### config.mk
export PLATFORM = sky130hd
export DESIGN_NAME = multicycle_control
export DESIGN_NICKNAME = d
export VERILOG_FILES = /design/src/rtl/multicycle_control.sv
export SDC_FILE = /design/constraint.sdc
export NUM_CORES = 1
export LEC_CHECK = 0
export CAP_MARGIN = 20
export CORE_UTILIZATION = 40
export DETAILED_ROUTE_END_ITERATION = 16
export GPL_TIMING_DRIVEN = 0
export PLACE_DENSITY = 0.73
export SYNTH_ARGS = -nofsm -noshare
export SYNTH_HDL_FRONTEND = slang
export SYNTH_SLANG_ARGS = --single-unit
### constraint.sdc
create_clock -name clk -period 4.6 [get_ports clk]
set_input_delay 0.46 -clock clk [delete_from_list [all_inputs] [get_ports clk]]
set_output_delay 0.46 -clock clk [all_outputs]
set_load 0.01 [all_outputs]
### src/rtl/multicycle_control.sv
// Moore controller sequencing a multi-cycle MIPS datapath over one shared memory port,
// with a memory-wait watchdog and a retired-instruction counter.
module multicycle_control #(
    parameter int WAIT_LIMIT = 16,
    parameter int CNT_W      = 32
) (
    input  logic             clk,
    input  logic             rst_n,
    input  logic [5:0]       opcode,
    input  logic [5:0]       funct,
    input  logic             mem_ready,
    output logic             mem_req,
    output logic             mem_we,
    output logic             i_or_d,
    output logic             ir_write,
    output logic             pc_write,
    output logic             pc_write_cond,
    output logic             branch_ne,
    output logic [1:0]       pc_source,
    output logic             alu_src_a,
    output logic [1:0]       alu_src_b,
    output logic [2:0]       alu_op,
    output logic [1:0]       reg_dst,
    output logic [1:0]       mem_to_reg,
    output logic             reg_write,
    output logic             illegal,
    output logic             mem_timeout,
    output logic [CNT_W-1:0] instr_count,
    output logic [3:0]       state_out
);

    localparam int WAIT_W = (WAIT_LIMIT > 0) ? $clog2(WAIT_LIMIT + 1) : 1;

    localparam logic [5:0] OP_RTYPE = 6'b000000;
    localparam logic [5:0] OP_J     = 6'b000010;
    localparam logic [5:0] OP_JAL   = 6'b000011;
    localparam logic [5:0] OP_BEQ   = 6'b000100;
    localparam logic [5:0] OP_BNE   = 6'b000101;
    localparam logic [5:0] OP_ADDI  = 6'b001000;
    localparam logic [5:0] OP_SLTI  = 6'b001010;
    localparam logic [5:0] OP_ANDI  = 6'b001100;
    localparam logic [5:0] OP_ORI   = 6'b001101;
    localparam logic [5:0] OP_LW    = 6'b100011;
    localparam logic [5:0] OP_SW    = 6'b101011;
    localparam logic [5:0] FN_JR    = 6'b001000;

    typedef enum logic [3:0] {
        S_FETCH  = 4'd0,
        S_DECODE = 4'd1,
        S_MEMADR = 4'd2,
        S_MEMRD  = 4'd3,
        S_MEMWB  = 4'd4,
        S_MEMWR  = 4'd5,
        S_REXEC  = 4'd6,
        S_RWB    = 4'd7,
        S_BRANCH = 4'd8,
        S_IEXEC  = 4'd9,
        S_IWB    = 4'd10,
        S_JUMP   = 4'd11,
        S_JR     = 4'd12
    } state_e;

    state_e            state_q, state_d;
    logic [WAIT_W-1:0] wait_q, wait_d;
    logic [CNT_W-1:0]  count_q, count_d;
    logic              memState;
    logic              timeout;
    logic              retire;
    logic              badOp;

    // Next-state, watchdog and retirement decisions for the current state.
    always_comb begin
        memState = (state_q == S_FETCH) || (state_q == S_MEMRD) || (state_q == S_MEMWR);
        timeout  = (WAIT_LIMIT > 0) && memState && !mem_ready
                   && (wait_q == WAIT_W'(WAIT_LIMIT));
        state_d  = state_q;
        retire   = 1'b0;
        badOp    = 1'b0;
        case (state_q)
            S_FETCH: begin
                if (mem_ready) state_d = S_DECODE;
                else if (timeout) state_d = S_FETCH;
            end
            S_DECODE: begin
                case (opcode)
                    OP_LW, OP_SW:                     state_d = S_MEMADR;
                    OP_RTYPE:                         state_d = (funct == FN_JR) ? S_JR : S_REXEC;
                    OP_BEQ, OP_BNE:                   state_d = S_BRANCH;
                    OP_ADDI, OP_ANDI, OP_ORI, OP_SLTI: state_d = S_IEXEC;
                    OP_J, OP_JAL:                     state_d = S_JUMP;
                    default: begin
                        state_d = S_FETCH;
                        badOp   = 1'b1;
                    end
                endcase
            end
            S_MEMADR: state_d = (opcode == OP_LW) ? S_MEMRD : S_MEMWR;
            S_MEMRD: begin
                if (mem_ready) state_d = S_MEMWB;
                else if (timeout) state_d = S_FETCH;
            end
            S_MEMWR: begin
                if (mem_ready) begin
                    state_d = S_FETCH;
                    retire  = 1'b1;
                end else if (timeout) begin
                    state_d = S_FETCH;
                end
            end
            S_REXEC: state_d = S_RWB;
            S_IEXEC: state_d = S_IWB;
            S_MEMWB, S_RWB, S_BRANCH, S_IWB, S_JUMP, S_JR: begin
                state_d = S_FETCH;
                retire  = 1'b1;
            end
            default: state_d = S_FETCH;
        endcase
        // The counter only runs while stalled in a memory state; any exit or abort restarts it.
        wait_d  = (memState && !mem_ready && !timeout) ? wait_q + WAIT_W'(1) : '0;
        count_d = retire ? count_q + CNT_W'(1) : count_q;
    end

    always_ff @(posedge clk or negedge rst_n) begin
        if (!rst_n) begin
            state_q <= S_FETCH;
            wait_q  <= '0;
            count_q <= '0;
        end else begin
            state_q <= state_d;
            wait_q  <= wait_d;
            count_q <= count_d;
        end
    end

    // Moore decode of the state register; held at zero throughout reset, FETCH included.
    always_comb begin
        mem_req       = 1'b0;
        mem_we        = 1'b0;
        i_or_d        = 1'b0;
        ir_write      = 1'b0;
        pc_write      = 1'b0;
        pc_write_cond = 1'b0;
        branch_ne     = 1'b0;
        pc_source     = 2'b00;
        alu_src_a     = 1'b0;
        alu_src_b     = 2'b00;
        alu_op        = 3'b000;
        reg_dst       = 2'b00;
        mem_to_reg    = 2'b00;
        reg_write     = 1'b0;
        illegal       = 1'b0;
        mem_timeout   = 1'b0;
        if (rst_n) begin
            mem_timeout = timeout;
            case (state_q)
                S_FETCH: begin
                    mem_req   = !timeout;
                    alu_src_b = 2'b01;
                    ir_write  = mem_ready;
                    pc_write  = mem_ready;
                end
                S_DECODE: begin
                    alu_src_b = 2'b11;
                    illegal   = badOp;
                end
                S_MEMADR: begin
                    alu_src_a = 1'b1;
                    alu_src_b = 2'b10;
                end
                S_MEMRD: begin
                    mem_req = !timeout;
                    i_or_d  = 1'b1;
                end
                S_MEMWB: begin
                    mem_to_reg = 2'b01;
                    reg_write  = 1'b1;
                end
                S_MEMWR: begin
                    mem_req = !timeout;
                    mem_we  = !timeout;
                    i_or_d  = 1'b1;
                end
                S_REXEC: begin
                    alu_src_a = 1'b1;
                    alu_op    = 3'b001;
                end
                S_RWB: begin
                    reg_dst   = 2'b01;
                    reg_write = 1'b1;
                end
                S_BRANCH: begin
                    alu_src_a     = 1'b1;
                    pc_write_cond = 1'b1;
                    pc_source     = 2'b01;
                    branch_ne     = (opcode == OP_BNE);
                    alu_op        = (opcode == OP_BNE) ? 3'b101 : 3'b100;
                end
                S_IEXEC: begin
                    alu_src_a = 1'b1;
                    alu_src_b = 2'b10;
                    case (opcode)
                        OP_ANDI: alu_op = 3'b010;
                        OP_ORI:  alu_op = 3'b011;
                        OP_SLTI: alu_op = 3'b110;
                        default: alu_op = 3'b000;
                    endcase
                end
                S_IWB: reg_write = 1'b1;
                S_JUMP: begin
                    pc_write  = 1'b1;
                    pc_source = 2'b10;
                    if (opcode == OP_JAL) begin
                        reg_write  = 1'b1;
                        reg_dst    = 2'b10;
                        mem_to_reg = 2'b10;
                    end
                end
                S_JR: begin
                    pc_write  = 1'b1;
                    pc_source = 2'b11;
                end
                default: ;
            endcase
        end
    end

    assign instr_count = count_q;
    assign state_out   = rst_n ? state_q : 4'd0;

endmodule

==> results.md <==
* Status: finished with violations
* Failing checks: design-rule violations
* Startpoint types: input port
* Root buffer cell: clkbuf_8
* Worst Max-Slew Pin Slew at 0.455 ns
* Commonest cells after routing, fill and taps aside: clkdlybuf4s50_1, dfrtp_1, nand2_1
* Final WS setup at 1.54 ns
* Worst skew pair latency at 0.28 ns
* DR vias at 2,250
* Area growth from synthesis to layout at 37.4%
* Largest net degree at the start of global routing at 36
* Top FF cell, synth: dfrtp_1
* WS Path Type: input port to output port
* Final period utilization at 0.665
* CTS buffer count at 5
* TritonRoute pass-1 iters at 10
* Post-synth EDFFs at 0
* Place WS at 1.55 ns
* Synth Instances at 268
* Post-CTS Resized at 0
* Port bufs at 72
* Nets at 366
* Initial Utilization at 0.415
* PD cells at 307 mW/mm²
* TritonCTS Sinks at 41
* Fmax at 327 MHz
* Synth async-reset ratio at 1.00
* Num ports at 73
* CTS clk-pin slew, worst paths at 0.07 ns
* DIE AREA at 0.00646 mm²
* Core box area at 0.00592 mm²
* Most common cell after layout, fill and taps aside: clkdlybuf4s50_1
* Iter 0 DRT Violations at 82
* Pwr Total at 1.04 mW
* GP Congestion at 0.913
* #FFs+latches synth at 41
* Pins Over Slew Limit at 0
* First-pass GRT wire length at 9690 µm
* Crit-path max FO at 7
* Share of cells above drive strength 1 at 0.0690
* CTS tree: done
* Seq/Total Area, Yosys at 0.418
* Peak supply drop at 0.000208 V
* Initial antenna violation count at 0
* Post-CTS setup buffer count at 0
* GRT Overall Usage at 0.192
* Final min period at 3.06 ns
* Leak at 1.45 nW
* Worst EP required at 4.14 ns
* YS warnings at 0
* Max_slew headroom at 0.694
* CP Capture Type: output port
* Die height at 80.4 µm
* Final setup TNS at 0 ns
* Crit path DAT at 2.60 ns
* Syn Std Cell Area at 0.00246 mm²
* Residual DRC at 1
* Drt via density at 5.32
* Num rows at 28
* Die width at 80.4 µm
* HP Class: input port to asynchronous set/reset pin
* WL final at 5830 µm
* Synthesized area per cell at 9.16 µm²
* Vias in the first global route at 2,143
* Max cap viols at 0
* Htree depth at 2
* Post-CTS Hold Buffers at 0
* Post-DRT Antenna Nets at 0
* Gr ovfl total at 0
* Yosys cell types at 49
* Fill cell count at 514
* Unrepaired setup endpoints after global routing: false
* ANT cells at 0
* Clock Skew at 0.00502 ns
* Final setup vio count at 0
* Wire length per cell at 13.8 µm
* Syn_nets at 286
* CTS Buffer Depth at 2
* Final Hold Vio Count at 0
* Hpwl dp at 4440 µm
-- critical path, stage by stage --
cell and delay, ns:
clkdlybuf4s50_1 0.51, nor2_1 0.26, nand4_1 0.19, or4_1 0.51
o31ai_1 0.09, clkdlybuf4s50_1 0.58
-- power breakdown --
group | switching, mW | internal [mW]
combinational | 0.199 | 0.175
sequential | 0.0341 | 0.391
clock | 0.117 | 0.119
-- area by class of cell --
type | count | area, µm² | share of cell area
inverters | 11 | 41.3 | 0.0122
multi-input cells | 209 | 1350 | 0.400
plain buffers | 7 | 37.5 | 0.0111
clock inverters | 1 | 7.51 | 0.00222
flip-flops and latches | 41 | 1030 | 0.304
repair buffers | 73 | 736 | 0.218
clock buffers | 6 | 82.6 | 0.0245
well taps | 75 | 93.8 | 0.0278
-- registers in the layout, summed over array words and instances, names as in the netlist --
register and cells:
instr_count 32, wait_q 5, state_q 4
-- per-layer routing --
| layer | vias up | track usage | share of wire |
|---|---|---|---|
| met5 | - | 0 | 0 |
| met4 | 0 | 0.0625 | 0.017 |
| met3 | 10 | 0.0398 | 0.056 |
| met2 | 84 | 0.311 | 0.47 |
| met1 | 1068 | 0.253 | 0.46 |
| li1 | 1088 | - | - |
-- cells in the mapped netlist (all sizes together) (2+ instances only) --
| library cell | n | share of area |
|---|---|---|
| nor4 | 6 | 0.026 |
| or2 | 3 | 0.0076 |
| and4 | 3 | 0.011 |
| nand3 | 12 | 0.024 |
| nand4 | 6 | 0.018 |
| nor2 | 24 | 0.037 |
| and2 | 9 | 0.023 |
| nor2b | 5 | 0.016 |
| nor3 | 16 | 0.035 |
| and3 | 9 | 0.023 |
| nand2b | 11 | 0.028 |
| xnor2 | 22 | 0.078 |
| clkbuf | 4 | 0.0061 |
| a22o | 2 | 0.0071 |
| a31oi | 2 | 0.0051 |
| a21oi | 5 | 0.010 |
| o221ai | 2 | 0.0071 |
| or3 | 2 | 0.0051 |
| dfrtp | 41 | 0.42 |
| o22ai | 3 | 0.0076 |
| o21ai | 4 | 0.0082 |
| clkinv | 2 | 0.0031 |
| nand2 | 28 | 0.043 |
| xor2 | 14 | 0.050 |
| buf | 3 | 0.0092 |
| ha | 3 | 0.015 |
| inv | 9 | 0.014 |
| or4 | 2 | 0.0061 |
-- logic make-up (layout without fill, tap and decap cells) --
kind of cell    Yosys count  count (layout)  share of synthesized area
simple gates            140             140                      0.316
flops                    41              41                      0.418
xor+xnor                 36              36                      0.128
compound gates           29              29                     0.0856
buf+inv                  18              98                     0.0321
fa+ha+maj                 3               3                     0.0153
mux                       1               1                    0.00458
-- worst paths after layout --
| kind | from | to | slack [ns] | cells past startpoint |
|---|---|---|---|---|
| worst max-delay path | opcode[5] | alu_op[0] | 1.54 | 6 |
| max in group asynchronous | rst_n | state_q[1]$_DFF_PN0_ | 4.09 | 2 |
| worst min-delay path | rst_n | instr_count[4]$_DFFE_PN0P_ | 0.05 | 1 |
| min in group clk | instr_count[31]$_DFFE_PN0P_ | instr_count[31]$_DFFE_PN0P_ | 0.47 | 1 |
| worst max register to register | state_q[0]$_DFF_PN0_ | instr_count[14]$_DFFE_PN0P_ | 2.66 | 6 |
| worst min register to register | instr_count[31]$_DFFE_PN0P_ | instr_count[31]$_DFFE_PN0P_ | 0.47 | 1 |
-- stage by stage --
| step | hold slack, ns | cell area (µm²) | instances | utilization |
|---|---|---|---|---|
| floorplan | 0.164 | 2460 | 268 | - |
| global placement | 0.457 | 3270 | 415 | 0.552 |
| detailed placement | 0.359 | 3290 | 416 | 0.555 |
| CTS | 0.0516 | 3380 | 423 | 0.570 |
| global route | 0.0545 | 3380 | 423 | 0.570 |
| finish | 0.0522 | 3380 | 423 | 0.570 |
Note: power is estimated with default switching activity, not from simulation.
